===== config.mk =====
export PLATFORM = sky130hd
export DESIGN_NAME = ipsl_pcie_dma_rx_mwr_parser
export DESIGN_NICKNAME = d
export VERILOG_FILES = /design/src/rtl/ipsl_pcie_dma_pkg.sv /design/src/rtl/ipsl_pcie_dma_rx_mwr_parser.sv
export SDC_FILE = /design/constraint.sdc
export NUM_CORES = 1
export LEC_CHECK = 0
export ABC_AREA = 1
export BUFFER_PORTS_ARGS = -buffer_cell sky130_fd_sc_hd__buf_2
export CORE_MARGIN = 5
export CORE_UTILIZATION = 49
export CTS_CLUSTER_SIZE = 24
export DETAILED_ROUTE_END_ITERATION = 8
export GPL_ROUTABILITY_DRIVEN = 0
export GPL_TIMING_DRIVEN = 0
export PLACE_DENSITY = 0.8
export REMOVE_ABC_BUFFERS = 1
export SETUP_SLACK_MARGIN = 0.1
export SYNTH_ARGS = -nofsm -noshare
export SYNTH_HDL_FRONTEND = slang
export SYNTH_SLANG_ARGS = --single-unit

===== constraint.sdc =====
create_clock -name clk -period 7.5 [get_ports clk]
set_input_delay 0.375 -clock clk [delete_from_list [all_inputs] [get_ports clk]]
set_output_delay 0.375 -clock clk [all_outputs]
set_load 0.02 [all_outputs]

===== src/rtl/ipsl_pcie_dma_pkg.sv =====
// Shared definitions for the PCIe DMA RX path.
//  - TLP header field positions within the first 128-bit beat (DW0 in [31:0] .. DW3 in [127:96])
//  - fmt/type constants used to recognise Memory Write TLPs
//  - BAR index constants for the tuser BAR-hit vector
//  - RX parser FSM state type and a 4-bit popcount helper
package ipsl_pcie_dma_pkg;

    // fmt[1] = TLP carries data, fmt[0] = 4DW header
    localparam int unsigned FMT_HAS_DATA = 1;
    localparam int unsigned FMT_4DW      = 0;
    localparam logic [4:0]  TYPE_MEM     = 5'b00000;

    // Header field positions in the first beat
    localparam int unsigned FMT_MSB  = 30;
    localparam int unsigned FMT_LSB  = 29;
    localparam int unsigned TYPE_MSB = 28;
    localparam int unsigned TYPE_LSB = 24;
    localparam int unsigned LEN_MSB  = 9;
    localparam int unsigned LEN_LSB  = 0;
    localparam int unsigned BE_MSB   = 39;
    localparam int unsigned BE_LSB   = 32;
    localparam int unsigned DW2_LSB  = 64;
    localparam int unsigned DW3_LSB  = 96;

    localparam int unsigned BAR0 = 0;
    localparam int unsigned BAR1 = 1;

    typedef enum logic [1:0] {
        StIdle = 2'd0,
        StData = 2'd1,
        StDrop = 2'd2
    } rx_state_e;

    function automatic logic [2:0] popcount4(input logic [3:0] v);
        return {2'b00, v[0]} + {2'b00, v[1]} + {2'b00, v[2]} + {2'b00, v[3]};
    endfunction

    // Length field of 0 encodes 1024 DW
    function automatic logic [10:0] exp_len(input logic [9:0] len);
        return (len == 10'd0) ? 11'd1024 : {1'b0, len};
    endfunction

endpackage


===== src/rtl/ipsl_pcie_dma_rx_mwr_parser.sv =====
// RX TLP front end for the DMA MWr write path.
// Consumes the 128-bit RX AXI-stream, decodes each TLP header and forwards only
// Memory Writes that hit an enabled BAR; every other TLP is consumed and dropped.
// All outputs are registered, one cycle behind the accepted beat.
// Ports:
//  clk, rst            core clock, asynchronous active-high reset
//  i_axis_*            RX stream (tuser[1:0] = BAR hit one-hot)
//  o_axis_tready       1 from the first edge after reset release, never deasserted
//  o_mwr_wr_start      pulse on the first output beat of an accepted MWr
//  o_mwr_length/dwbe/addr, o_bar_hit   header info, held until the next start
//  o_mwr_data/dw_vld   payload beat and per-DW lane valid
//  o_len_err           pulse when the forwarded DW count differs from the length field
//  o_drop              pulse per dropped TLP, on its header beat
module ipsl_pcie_dma_rx_mwr_parser
    import ipsl_pcie_dma_pkg::*;
#(
    parameter logic [1:0] BAR_MASK = 2'b11
) (
    input  logic         clk,
    input  logic         rst,
    input  logic         i_axis_tvalid,
    output logic         o_axis_tready,
    input  logic [127:0] i_axis_tdata,
    input  logic [3:0]   i_axis_tkeep,
    input  logic         i_axis_tlast,
    input  logic [7:0]   i_axis_tuser,
    output logic         o_mwr_wr_start,
    output logic [9:0]   o_mwr_length,
    output logic [7:0]   o_mwr_dwbe,
    output logic [63:0]  o_mwr_addr,
    output logic [127:0] o_mwr_data,
    output logic [3:0]   o_mwr_dw_vld,
    output logic [1:0]   o_bar_hit,
    output logic         o_len_err,
    output logic         o_drop
);

    rx_state_e   state;
    logic [10:0] dw_cnt;

    logic        beat;
    logic [1:0]  hdr_fmt;
    logic [4:0]  hdr_type;
    logic [9:0]  hdr_len;
    logic        hdr_is_mwr;
    logic        hdr_4dw;
    logic        hdr_accept;
    logic [31:0] hdr_dw2;
    logic [31:0] hdr_dw3;
    logic [63:0] hdr_addr;
    logic [3:0]  hdr_vld;
    logic [10:0] hdr_cnt;
    logic [10:0] data_cnt;
    logic        unused_tuser;

    assign beat       = i_axis_tvalid & o_axis_tready;
    assign hdr_fmt    = i_axis_tdata[FMT_MSB:FMT_LSB];
    assign hdr_type   = i_axis_tdata[TYPE_MSB:TYPE_LSB];
    assign hdr_len    = i_axis_tdata[LEN_MSB:LEN_LSB];
    assign hdr_dw2    = i_axis_tdata[DW2_LSB +: 32];
    assign hdr_dw3    = i_axis_tdata[DW3_LSB +: 32];
    assign hdr_is_mwr = hdr_fmt[FMT_HAS_DATA] && (hdr_type == TYPE_MEM);
    assign hdr_4dw    = hdr_fmt[FMT_4DW];
    assign hdr_accept = hdr_is_mwr && |(i_axis_tuser[1:0] & BAR_MASK);
    assign hdr_addr   = hdr_4dw ? {hdr_dw2, hdr_dw3[31:2], 2'b00}
                                : {32'h0, hdr_dw2[31:2], 2'b00};
    // A 3DW header beat carries the first payload DW in lane 3
    assign hdr_vld    = hdr_4dw ? 4'b0000 : (4'b1000 & i_axis_tkeep);
    assign hdr_cnt    = {8'h00, popcount4(hdr_vld)};
    assign data_cnt   = dw_cnt + {8'h00, popcount4(i_axis_tkeep)};

    assign unused_tuser = ^i_axis_tuser[7:2];

    always_ff @(posedge clk or posedge rst) begin
        if (rst) begin
            state          <= StIdle;
            dw_cnt         <= 11'd0;
            o_axis_tready  <= 1'b0;
            o_mwr_wr_start <= 1'b0;
            o_mwr_length   <= 10'd0;
            o_mwr_dwbe     <= 8'h00;
            o_mwr_addr     <= 64'h0;
            o_mwr_data     <= 128'h0;
            o_mwr_dw_vld   <= 4'h0;
            o_bar_hit      <= 2'b00;
            o_len_err      <= 1'b0;
            o_drop         <= 1'b0;
        end else begin
            o_axis_tready  <= 1'b1;
            o_mwr_wr_start <= 1'b0;
            o_mwr_dw_vld   <= 4'h0;
            o_len_err      <= 1'b0;
            o_drop         <= 1'b0;
            if (beat) begin
                o_mwr_data <= i_axis_tdata;
            end
            case (state)
                StIdle: begin
                    if (beat) begin
                        if (hdr_accept) begin
                            o_mwr_wr_start <= 1'b1;
                            o_mwr_length   <= hdr_len;
                            o_mwr_dwbe     <= i_axis_tdata[BE_MSB:BE_LSB];
                            o_mwr_addr     <= hdr_addr;
                            o_bar_hit      <= i_axis_tuser[1:0];
                            o_mwr_dw_vld   <= hdr_vld;
                            dw_cnt         <= hdr_cnt;
                            if (i_axis_tlast) begin
                                // Single-beat TLP: a 4DW header here always mismatches
                                o_len_err <= (hdr_cnt != exp_len(hdr_len));
                            end else begin
                                state <= StData;
                            end
                        end else begin
                            o_drop <= 1'b1;
                            if (!i_axis_tlast) begin
                                state <= StDrop;
                            end
                        end
                    end
                end
                StData: begin
                    if (beat) begin
                        o_mwr_dw_vld <= i_axis_tkeep;
                        dw_cnt       <= data_cnt;
                        if (i_axis_tlast) begin
                            o_len_err <= (data_cnt != exp_len(o_mwr_length));
                            state     <= StIdle;
                        end
                    end
                end
                StDrop: begin
                    if (beat && i_axis_tlast) begin
                        state <= StIdle;
                    end
                end
                default: state <= StIdle;
            endcase
        end
    end

endmodule

== After elaboration in Yosys (flattened, before gate mapping) ==
Cells that the tools add are included.
Operators by class
  $add $sub $neg: 7
  equality and inequality tests: 10
  muxes and demuxes: 32
  bitwise operators: 1
  reduce and logical (&&, ||, !) cells: 12
Operators by type and width (count)
  $mux 64: 1
  $mux 11: 5
  $pmux 11 s2: 1
  $logic_not 10->1: 2
  $mux 4: 4
  $mux 2: 7
  $ne 2x2->1 const B: 6
  $add 11x3->11: 1
  $mux 1: 11
  $ne 11x11->1: 1
  $ne 3x11->1: 1
  $pmux 4 s2: 1
  $add 2x1->3: 2
  $add 3x1->3: 2
  $pmux 2 s3: 1
  $logic_not 5->1: 1
  $reduce_and 5->1: 1
  $add 1x1->2: 2
  $reduce_and 4->1: 1
  $logic_and 1x1->1: 3
  $reduce_and 3->1: 1
  $eq 2x1->1 const B: 1
  $eq 2x2->1 const B: 1
  $logic_not 2->1: 1
  4 further kinds: 4
Storage, ports and cells
  register bits after elaboration: 233
  bits of input ports: 144
  output and inout port bits: 220
  logic and storage cells: 74

== Logic depth before layout (Yosys ltp) ==
Gate-level depths: netlist of run 1.
  depth after elaboration: 9
  mapped depth: 16
  mapped depth without buffers: 16

== Worst setup path before layout of run 1 ==
Ideal clock, no wire load.
  path kind: input -> register
  from: input port i_axis_tkeep[0]
  to: register o_len_err
  setup time: 138 ps
  arrival: 2534 ps
  data required time: 7362 ps
  path slack: 4828 ps
  cell stages on the path: 14
  path buffers: 0
  path through: fa_1 inv_1 fa_1 fa_1 o21ai_0 nand2_1 nand2_1 nand2_1 nor2_1 nand3_1 nor2_1 nand2_1 nand2_1 a21oi_1
On the way
  cells in the longest elaborated chain, start to end: 8
RTL lines
  start: declaration: RTL line ipsl_pcie_dma_rx_mwr_parser.sv:24  | input logic [3:0] i_axis_tkeep,
  $add 1x1->2: RTL line ipsl_pcie_dma_pkg.sv:35  | return {2'b00, v[0]} + {2'b00, v[1]} + {2'b00, v[2]} + {2'b00, v[3]};
  $add 2x1->3: RTL line ipsl_pcie_dma_pkg.sv:35
  $add 3x1->3: RTL line ipsl_pcie_dma_pkg.sv:35
  $add 11x3->11: RTL line ipsl_pcie_dma_rx_mwr_parser.sv:70  | assign data_cnt = dw_cnt + {8'h00, popcount4(i_axis_tkeep)};
  $ne 11x11->1: RTL line ipsl_pcie_dma_rx_mwr_parser.sv:127  | o_len_err <= (data_cnt != exp_len(o_mwr_length));
  $mux 1: RTL line ipsl_pcie_dma_rx_mwr_parser.sv:126  | if (i_axis_tlast) begin
  $mux 1: RTL line ipsl_pcie_dma_rx_mwr_parser.sv:123  | if (beat) begin
  $pmux 1 s2: RTL line ipsl_pcie_dma_rx_mwr_parser.sv:97  | case (state)
  end signal: assignment: RTL line ipsl_pcie_dma_rx_mwr_parser.sv:110  | o_len_err <= (hdr_cnt != exp_len(hdr_len));
  end signal: assignment: RTL line ipsl_pcie_dma_rx_mwr_parser.sv:127
  end: declaration: RTL line ipsl_pcie_dma_rx_mwr_parser.sv:34  | output logic o_len_err,
No other way between the ends.
A chain may end at the register's enable or synchronous reset.

== Worst setup path in the final report of run 1 ==
  from: register o_axis_tready
  to: register o_mwr_addr[8]
On the way
  cells in the longest elaborated chain, start to end: 2
RTL lines
  start: declaration: RTL line ipsl_pcie_dma_rx_mwr_parser.sv:22  | output logic o_axis_tready,
  start signal: assignment: RTL line ipsl_pcie_dma_rx_mwr_parser.sv:78  | o_axis_tready <= 1'b0;
  start signal: assignment: RTL line ipsl_pcie_dma_rx_mwr_parser.sv:89  | o_axis_tready <= 1'b1;
  $and 1x1->1: RTL line ipsl_pcie_dma_rx_mwr_parser.sv:56  | assign beat = i_axis_tvalid & o_axis_tready;
  $reduce_and 3->1 (no source line)
  end signal: assignment: RTL line ipsl_pcie_dma_rx_mwr_parser.sv:104  | o_mwr_addr <= hdr_addr;
  end: declaration: RTL line ipsl_pcie_dma_rx_mwr_parser.sv:30  | output logic [63:0] o_mwr_addr,
No other way between the ends.

==> results of run 1 <==
==> worst reg2reg max path, cell delays in order (launching register included) <==
cell and delay (ns):
dfrtp_1 0.40, nand2_4 0.53, buf_16 0.39, inv_4 0.30
buf_16 0.30, nand2_1 0.15, clkinv_2 0.69, nor2_1 0.39
a31oi_1 0.08
==> area by class of cell <==
type | instances | area, sq um | share of cell area, %
Multi-Input combinational cell | 766 | 3280 | 26.5
Clock buffer | 32 | 672 | 5.43
Sequential cell | 231 | 5780 | 46.7
Clock inverter | 11 | 166 | 1.35
Timing Repair Buffer | 360 | 1910 | 15.5
Inverter | 57 | 225 | 1.82
Tap cell | 265 | 332 | 2.68
==> sequential cells by signal, indices dropped and copies added (netlist names) <==
signal	flops
o_len_err	1
o_mwr_dwbe	8
o_mwr_addr	62
o_mwr_data	128
o_bar_hit	2
dw_cnt	11
o_drop	1
o_axis_tready	1
o_mwr_dw_vld	4
state	2
o_mwr_wr_start	1
o_mwr_length	10
==> routing by layer <==
| metal | vias to the layer above | track usage (%) | wire length, um |
|---|---|---|---|
| met5 | - | 0 | 46 |
| met4 | 6 | 9.61 | 1030 |
| met3 | 80 | 6.08 | 2330 |
| met2 | 371 | 42.7 | 13900 |
| met1 | 4053 | 29.7 | 10600 |
| li1 | 4139 | - | - |
==> synth_stat cells, types with 2 or more instances <==
cell type and number:
a21oi_1 2, a31oi_1 30, buf_1 10, buf_2 10, buf_4 2, buf_6 3
clkbuf_1 34, conb_1 2, dfrtp_1 231, fa_1 3, inv_1 55, nand2_1 534
nand3_1 28, nand4_1 3, nor2_1 53, nor3_1 2, nor3_2 2, nor4_1 3
o21ai_0 71, o21ai_1 12, o22ai_1 6, xnor2_1 2, xor2_1 3
==> worst paths after layout <==
path                                  start              to  cells after the start
hold / removal                          rst  o_mwr_addr[36]                      2
min in group clk           i_axis_tdata[57]  o_mwr_data[57]                      3
setup reg to reg              o_axis_tready   o_mwr_addr[8]                      8
hold reg to reg              o_mwr_data[65]  o_mwr_data[65]                      2
setup / recovery              o_axis_tready   o_mwr_addr[8]                      8
max in group asynchronous               rst    o_bar_hit[0]                      3
==> through the flow <==
| step | setup WS [ns] | hold slack [ns] |
|---|---|---|
| after floorplan | -0.130 | 0.471 |
| after global placement | -5.18 | 0.457 |
| after detailed placement | 3.93 | 0.459 |
| after CTS | 3.99 | 0.0102 |
| after global routing | 3.72 | 0.0292 |
| final | 4.10 | -0.0327 |
==> cells by family (layout without fill, tap and decap cells) <==
kind of cell             after synthesis  after routing
adder cells (fa/ha/maj)                4              4
XOR/XNOR                               6              6
flip-flops                           231            231
other                                  2              3
AO/OA/AOI/OAI                        124            124
AND/OR/NAND/NOR                      629            629
buffers and inverters                116            460
==> power breakdown <==
part	internal, mW	switching, mW
combinational	0.217	0.426
sequential	1.38	0.0777
clock	0.769	0.494
==> key figures, run 1 <==
Hold path
  • Hold Crit Class: input pin to async pin

Critical path
  • Buffer and inverter count on the worst path: 4
  • CP Cell Sequence: nand2_4, buf_16, inv_4, buf_16, nand2_1, clkinv_2, nor2_1, a31oi_1
  • Crit-path max FO: 95
  • Worst R2R Setup Slack: approximately 4 ns
  • CP max stage delay: just under 0.7 ns
  • CP dominant cell by count: buf_16
  • Arrival time worst endpoint: 3.73 ns
  • Critical Path End Type: register
  • Critical path class: register to register
  • Req. time, crit path: 7.83 ns
  • Critical-path top delay cell: clkinv_2
  • Startpoint types: register
  • CP delay by family, top: buffers and inverters

Detailed routing
  • First DRT Iteration DRCs: 515
  • Drt drc: 0
  • DRT Wirelength: 27,900 um
  • Drt wl/cell: around 16 um
  • Total vias in the final route: 8,649
  • ANT nets after route: 0
  • TritonRoute pass-1 iters: 5
  • Via density: 5.02

STA
  • Worst relative slew slack: 11.3%
  • Final Critical Period: ~3.4 ns
  • Final setup fails: 0
  • Hold Vio Cnt, Final: 11
  • RSZ-0062 raised after global routing: false
  • Final count of pins violating max slew: 0
  • Setup TNS: 0 ns
  • Period Utilization, post-route: 45.4%
  • WHS: -0.0327 ns
  • Max Clock Skew: 0.00805 ns
  • F_max: 0.294 GHz
  • Slew @ Worst Pin: 1.33 ns

Global route
  • Initial antenna violation count: 3
  • Number of global-route vias before repair: 8,613
  • Largest net degree at the start of global routing: 128
  • Global route overflow: 0
  • Total Routing Usage GR: between 20% and 30%
  • First-pass GRT wire length: roughly 44,000 um

Die
  • DIE WIDTH: around 150 um
  • Die area: between 20,000 and 25,000 sq um
  • # IOs: around 360
  • CORE AREA: 19,300 sq um
  • Cell Rows: 51
  • Die Span Y: 149 um
  • Initial core utilization: 49.4%

Logic synthesis
  • Yosys cell types: 34
  • Share of the synthesized area in the top cell type: approximately three fifths
  • Simple-gate share of the synthesized area: about 26%
  • Avg Cell Area, Syn: 8.56 sq um
  • Top FF cell, synth: dfrtp_1
  • Cell Area, Synth: 9520 sq um
  • Yosys top cell by area: dfrtp_1
  • Synthesized instance count: 1,112
  • Yosys Warn Count: 0
  • Compound-Gate Fraction of Synth Area: 7.09%
  • Synth Register Bits: 231
  • Asr flop ratio synth: 100%
  • Largest family of logic cells by synthesized area: simple AND/OR/NAND/NOR gates
  • XOR/XNOR Fraction of Synth Area: less than 1%
  • Post-synth EDFFs: 0
  • Register area share after synthesis: a little over 60%
  • Mux share of post-synthesis cell area: 0%
  • Top cells by area, synth: dfrtp_1, nand2_1, o21ai_0
  • Synth Area in Adders: 0.762%

Placed design
  • DP Cell Count: 1,678
  • Port bufs: between 300 and 400
  • Post-DP Area: 11,500 sq um
  • HPWL Detailed: 19,000 um

Finish
  • Number of fillers in the final layout: 1,655
  • Layout cells sized above 1: 28.1%
  • Fin area: 12,400 sq um
  • Final-stage net count: 1,589
  • Fin cells: roughly 1,700
  • Number of diodes: 0
  • Most common cell after layout, fill and taps aside: nand2_1
  • Area delta synth->final: 30.0%
  • Final core occ: 64.2%
  • Most frequent cells in the layout: nand2_1, buf_2, dfrtp_1

Clock network
  • PostCTS Resize Cnt: 0
  • Number of H-tree levels: 1
  • CTS tree: yes
  • Setup bufs post-CTS: 0
  • Worst-skew pair later-pin latency: 0.51 ns
  • Hold buffer count at CTS: 0
  • Inserted Clock Buffers: 25
  • Sink Count: 231
  • Clock Path Buffers: 3
  • Root buf cell: clkbuf_16
  • Clock-pin slew on the worst setup and hold paths: ~0.060 ns

Pwr
  • Power per cell area: 272 nW/um^2
  • Final Total Pwr: 3.36 mW
  • Max IR drop VDD: 0.000211 V
  • Leak Pwr: 7.01 nW

Run
  • Maxcap violations: 0

Status
  • Failing checks: hold timing
  • Status: finished, violations left
No activity file was read; power rests on OpenSTA's default activity.
==> run 2, diff against run 1 <==
Settings changed: ABC_AREA 1 to 0, CORE_UTILIZATION 49 to 44, PLACE_DENSITY 0.8 to 0.76.
Clock period 7.5 ns to 2.9 ns, I/O delays scaled along.
==> run 2 against run 1 <==
Effect of this change: critical path type unchanged; die area rose by 9.9%; hold slack improved by 0.25 ns; first-iteration DRC count shrank 3.5%; the run now ends clean; via count grew 5.3%.
==> key figures, run 2 <==
Detailed routing
  • Drt wl/cell: a little under 20 um
  • Total vias in the final route: ~9,000
  • TritonRoute pass-1 iters: 5
  • DRT Wirelength: 33,900 um
  • Drt drc: 0
  • First DRT Iteration DRCs: just under 500
  • ANT nets after route: 0
  • Via density: 5.19

Logic synthesis
  • Yosys cell types: 48
  • Most numerous cell in the Yosys netlist: nand2_1
  • Asr flop ratio synth: 100%
  • Top cells by area, synth: dfrtp_1, nand2_1, mux2i_1
  • Post-synth EDFFs: 0
  • Yosys Warn Count: 0
  • Cell Area, Synth: 9460 sq um
  • Most frequent cells after synthesis: nand2_1, dfrtp_1, o21ai_0, clkbuf_1
  • Yosys top cell by area: dfrtp_1
  • Share of the synthesized area in the top cell type: between 60 and 70%
  • Synth Register Bits: 231
  • Register area share after synthesis: 61.1%
  • Synthesized instance count: 990
  • Avg Cell Area, Syn: 9.55 sq um
  • Top FF cell, synth: dfrtp_1

Finish
  • Most frequent cells in the layout: nand2_1, buf_2, dfrtp_1
  • Largest Register: o_mwr_data
  • Largest register FFs: ~130
  • Most common cell after layout, fill and taps aside: nand2_1
  • Layout cells sized above 1: approximately 29%
  • Largest registers: o_mwr_data x128, o_mwr_addr x62, dw_cnt x11
  • Final-stage net count: roughly 1,600
  • Area delta synth->final: 45.5%
  • Number of fillers in the final layout: 1,568

STA
  • Final count of pins violating max slew: 0
  • Slew @ Worst Pin: 1.36 ns
  • Worst relative slew slack: 8.66%
  • Final Critical Period: around 2.7 ns
  • Final setup margin: 0.222 ns
  • Period Utilization, post-route: 92.3%
  • Hold Vio Cnt, Final: 0
  • Max Clock Skew: 0.0228 ns
  • F_max: ~0.37 GHz
  • WHS: 0.216 ns
  • Final setup fails: 0
  • RSZ-0062 raised after global routing: true

Pwr
  • Switching Fraction: 28.3%
  • Internal Dissipation: 6.19 mW
  • Final Total Pwr: 8.63 mW
  • Clock Power Share: 40.7%
  • Combinational group share of total power: 17.0%
  • Power per cell area: 627 nW/um^2
  • Sequential share of power: 42.3%
  • Max IR drop VDD: 0.000434 V
  • Net Sw Power: 2.44 mW
  • Leak Pwr: 7.71 nW

Global route
  • Total Routing Usage GR: 26.7%
  • First-pass GRT wire length: ~52,000 um
  • Number of global-route vias before repair: 9,578
  • Global route overflow: 0
  • Largest net degree at the start of global routing: between 100 and 150
  • Initial antenna violation count: 0

Critical path
  • Worst R2R Setup Slack: between 0.2 and 0.25 ns
  • Startpoint types: register
  • CP Cell Sequence: nand2_8, buf_16, nor2_4, nand3b_4, nand2_1, o21ai_0
  • CP max stage delay: 0.63 ns
  • Critical path class: register to register
  • Critical-path top delay cell: nand3b_4
  • Crit-path max FO: 73
  • Critical Path End Type: register
  • Arrival time worst endpoint: 3.03 ns
  • Req. time, crit path: between 3 and 4 ns

Clock network
  • Sink Count: ~230
  • Clock-pin slew on the worst setup and hold paths: 0.07 ns
  • Number of H-tree levels: 1
  • Worst-skew pair later-pin latency: 0.52 ns
  • Clock Path Buffers: 3
  • CTS tree: yes
  • Root buf cell: clkbuf_16
  • Inserted Clock Buffers: 25

Die
  • DIE WIDTH: about 160 um
  • Initial core utilization: 44.8%
  • # IOs: 364
  • Cell Rows: 53
  • Die Span Y: 157 um
  • CORE AREA: approximately 21,000 sq um
  • Die area: 24,500 sq um

Hold path
  • Hold Crit Class: input pin to register

Status
  • Status: complete, no violations

Placed design
  • HPWL Detailed: 18,900 um
  • Worst slack, placed: -1.32 ns
  • Port bufs: 355

Run
  • Maxcap violations: 0
==> run 2: cell types whose count changed in the layout (fill, tap and decap cells not counted), sizes merged, moves of 37 or more <==
cell,before,now
dlygate4sd3,0,135
o21ai,83,46
inv,56,12
nand2,535,483
nor2,54,11
==> run 2: layer usage <==
layer | up-vias | GRT usage [%] | share of wire (%)
li1 | 4115 | - | -
met1 | 4380 | 31.8 | 37
met5 | - | 0 | 0
met3 | 129 | 6.33 | 8.0
met4 | 0 | 12.6 | 4.6
met2 | 481 | 45.6 | 50
==> run 2: layout make-up <==
type                       instances  area, sq um  area share [%]
sequential                       231         5780            42.0
multi-input combinational        696         3450            25.1
timing repair buffer             495         3230            23.4
clock buffer                      33          706            5.13
tap                              275          344            2.50
clock inverter                    12          199            1.45
inverter                          11         53.8           0.391
antenna                            2         5.00          0.0364
==> run 2: final timing paths <==
check / startpoint / endpoint / depth (start not counted)
worst max-delay path: o_axis_tready / o_mwr_addr[17] / 6
min in group asynchronous: rst / o_mwr_addr[27] / 3
max in group asynchronous: rst / o_mwr_data[110] / 4
worst min register to register: o_mwr_data[124] / o_mwr_data[124] / 2
worst max register to register: o_axis_tready / o_mwr_addr[17] / 6
worst min-delay path: i_axis_tkeep[3] / dw_cnt[0] / 4
==> run 2: what timing repair did <==
item	4_1_cts	5_1_grt
pin swaps	1	4
gates cloned	4	0
buffers inserted	1	1
endpoints found under the hold margin	325	0
hold buffers	135	0
endpoints found under the setup margin	84	43
resized for setup	7	4
==> run 2: power by group through the flow <==
stage          combinational, mW  clock, mW  sequential [mW]
2_1_floorplan              0.387          0             4.01
3_3_place_gp                1.27          0             3.68
3_5_place_dp                1.29          0             3.68
4_1_cts                     1.44       3.57             3.64
5_1_grt                     1.58       3.72             3.68
6_report                    1.47       3.51             3.65
==> run 2: worst max-delay path, delay by kind of cell, from the launching register on <==
kind | cells | cell delay [ns]
AOI/OAI and AO/OA | 1 | 0.14
DFF | 1 | 0.44
and+or+nand+nor | 4 | 1.51
buffers and inverters | 1 | 0.34
==> run 2: cell families (layout without fill, tap and decap cells) <==
group | Yosys count | in the layout | synth area share [%]
AOI/OAI and AO/OA | 101 | 101 | 7.16
xor gates and xnor gates | 17 | 17 | 1.57
other | 2 | 5 | 0.0794
adders and majority gates | 4 | 4 | 0.767
and+or+nand+nor | 536 | 540 | 22.6
buffers and inverters | 68 | 551 | 3.44
muxes | 31 | 31 | 3.29
DFF | 231 | 231 | 61.1
==> run 2: per-stage QoR <==
| step | std cells | setup TNS [ns] | cell area [sq um] | utilization (%) |
|---|---|---|---|---|
| floorplan | 934 | -953.74 | 9180 | - |
| global placement | 1564 | -1936.55 | 11300 | 53.6 |
| detailed placement | 1567 | -60.16 | 11400 | 54.1 |
| CTS | 1752 | 0 | 13700 | 65.1 |
| global route | 1753 | 0 | 13800 | 65.2 |
| finish | 1755 | 0 | 13800 | 65.3 |
==> run 3, diff against run 2 <==
==> constraint.sdc (replaced) <==
create_clock -name clk -period 2.9 [get_ports clk]
set_input_delay 0.58 -clock clk [delete_from_list [all_inputs] [get_ports clk]]
set_output_delay 0.58 -clock clk [all_outputs]
set_load 0.02 [all_outputs]
==> run 3 against run 2 <==
Effect of this change: total power is 2.3% lower; global-route usage down 2.9 points; worst setup slack worse by 0.096 ns; clock power is essentially flat; via count decreased by 9.5%; hold slack worse by 0.037 ns; utilization decreased by 6.0 points; cell area is 9.2% lower; wire length shrank 11%.
==> key figures, run 3 (synthesis results as in run 2) <==
Status
  • Status: complete, no violations

Die
  • Die area: 24,500 sq um
  • Cell Rows: 53
  • CORE AREA: 21,100 sq um
  • # IOs: 364
  • Die Span Y: between 150 and 200 um
  • Initial core utilization: 44.8%
  • DIE WIDTH: ~160 um

Critical path
  • CP dominant cell by count: fa_2
  • Req. time, crit path: 3.30 ns
  • CP delay by family, top: adder cells
  • Buffer and inverter count on the worst path: 2
  • Critical-path top delay cell: fa_1
  • CP Cell Sequence: buf_6, fa_1, inv_2, fa_2, fa_2, nand3b_1, a211oi_2, o2111ai_1, nor3_1, a21boi_2, a21oi_2
  • Startpoint types: input pin
  • Critical Path End Type: register
  • Arrival time worst endpoint: between 3 and 4 ns
  • CP max stage delay: 0.56 ns
  • Critical path class: input pin to register
  • Crit-path max FO: 6

STA
  • RSZ-0062 raised after global routing: true
  • Max Clock Skew: 0.0187 ns
  • Worst relative slew slack: about 12%
  • Final setup fails: 0
  • Final count of pins violating max slew: 0
  • WHS: 0.179 ns
  • Hold Vio Cnt, Final: 0
  • F_max: 0.361 GHz
  • Period Utilization, post-route: 95.6%
  • Final Critical Period: 2.77 ns
  • Setup TNS: 0 ns
  • Slew @ Worst Pin: between 1 and 1.5 ns

Global route
  • Number of global-route vias before repair: 8,336
  • Global route overflow: 0
  • Largest net degree at the start of global routing: 120
  • Initial antenna violation count: 2
  • Total Routing Usage GR: 23.8%
  • First-pass GRT wire length: 46,300 um

Finish
  • Largest registers: o_mwr_data x128, o_mwr_addr x62, dw_cnt x11
  • Number of fillers in the final layout: 1,834
  • Most common cell after layout, fill and taps aside: nand2_1
  • Largest register FFs: 128
  • Area delta synth->final: 32.2%
  • Fin area: 12,500 sq um
  • Reg area: 5780 sq um
  • Final-stage net count: 1,479
  • Area of the multi-input gates: 3490 sq um
  • Most frequent cells in the layout: nand2_1, buf_2, dfrtp_1
  • Largest Register: o_mwr_data
  • Layout cells sized above 1: between 30% and 40%

Detailed routing
  • First DRT Iteration DRCs: ~430
  • ANT nets after route: 0
  • Drt wl/cell: between 15 and 20 um
  • TritonRoute pass-1 iters: 5
  • Drt drc: 0
  • Total vias in the final route: 8,237
  • Via density: 5.07
  • DRT Wirelength: 30,000 um

Placed design
  • Post-DP Area: 11,400 sq um
  • Port bufs: 355
  • HPWL Detailed: about 19,000 um

Clock network
  • Hold buffer count at CTS: 0
  • Clock Path Buffers: 3
  • CTS tree: yes
  • Inserted Clock Buffers: 25
  • Clock-pin slew on the worst setup and hold paths: 0.07 ns
  • Sink Count: 231
  • Root buf cell: clkbuf_16
  • Number of H-tree levels: 1
  • Worst-skew pair later-pin latency: 0.52 ns

Pwr
  • Leak Pwr: 7.22 nW
  • Power per cell area: 674 nW/um^2
  • Max IR drop VDD: 0.000438 V

Hold path
  • Hold Crit Class: input pin to async pin

Run
  • Maxcap violations: 0
## run 3: metal layers
layer / wire (um) / vias to the layer above / GRT usage, %
li1: - / 3858 / -
met5: 15 / - / 0
met4: 1190 / 2 / 10.1
met2: 14500 / 360 / 38.8
met3: 2790 / 85 / 7.05
met1: 11500 / 3932 / 29.5
## run 3: path summary, 6_finish.rpt
check,from,endpoint,slack (ns),depth (start not counted)
setup / recovery,i_axis_tkeep[1],o_len_err,0.13,11
hold / removal,rst,o_mwr_addr[27],0.18,2
setup reg to reg,o_axis_tready,o_mwr_addr[51],0.29,7
hold reg to reg,o_mwr_data[20],o_mwr_data[20],0.47,2
max in group asynchronous,rst,o_mwr_data[110],1.67,3
min in group clk,i_axis_tdata[22],o_mwr_data[22],0.25,3
## run 3: report_power, final
group	internal, mW	switching, mW	leakage (nW)
sequential	3.49	0.149	3.00
clock	2.16	1.34	0.443
combinational	0.427	0.863	3.79
## run 3: final cells by class
class | instances | area share [%]
clock buffers | 33 | 5.64
diodes | 1 | 0.0200
flip-flops and latches | 231 | 46.2
clock inverters | 12 | 1.59
well taps | 275 | 2.75
inverters | 11 | 0.430
multi-input cells | 697 | 28.0
repair buffers | 365 | 15.4
## run 3: per-stage QoR
stage / power [mW] / util (%) / setup WS, ns / cells
finish: 8.43 / 59.3 / 0.127 / 1625
global route: 8.80 / 59.3 / 0.0519 / 1625
global placement: 4.95 / 53.6 / -6.63 / 1564
CTS: 8.50 / 58.8 / 0.101 / 1619
detailed placement: 4.97 / 54.1 / -1.60 / 1567
floorplan: 4.40 / - / -4.01 / 934
## run 3: repair_timing
action / CTS / global route
endpoints found under the setup margin: 86 / 39
cloned: 4 / 1
gates resized for setup: 10 / 11
setup buffers: 3 / 4
pin swaps: 2 / 9
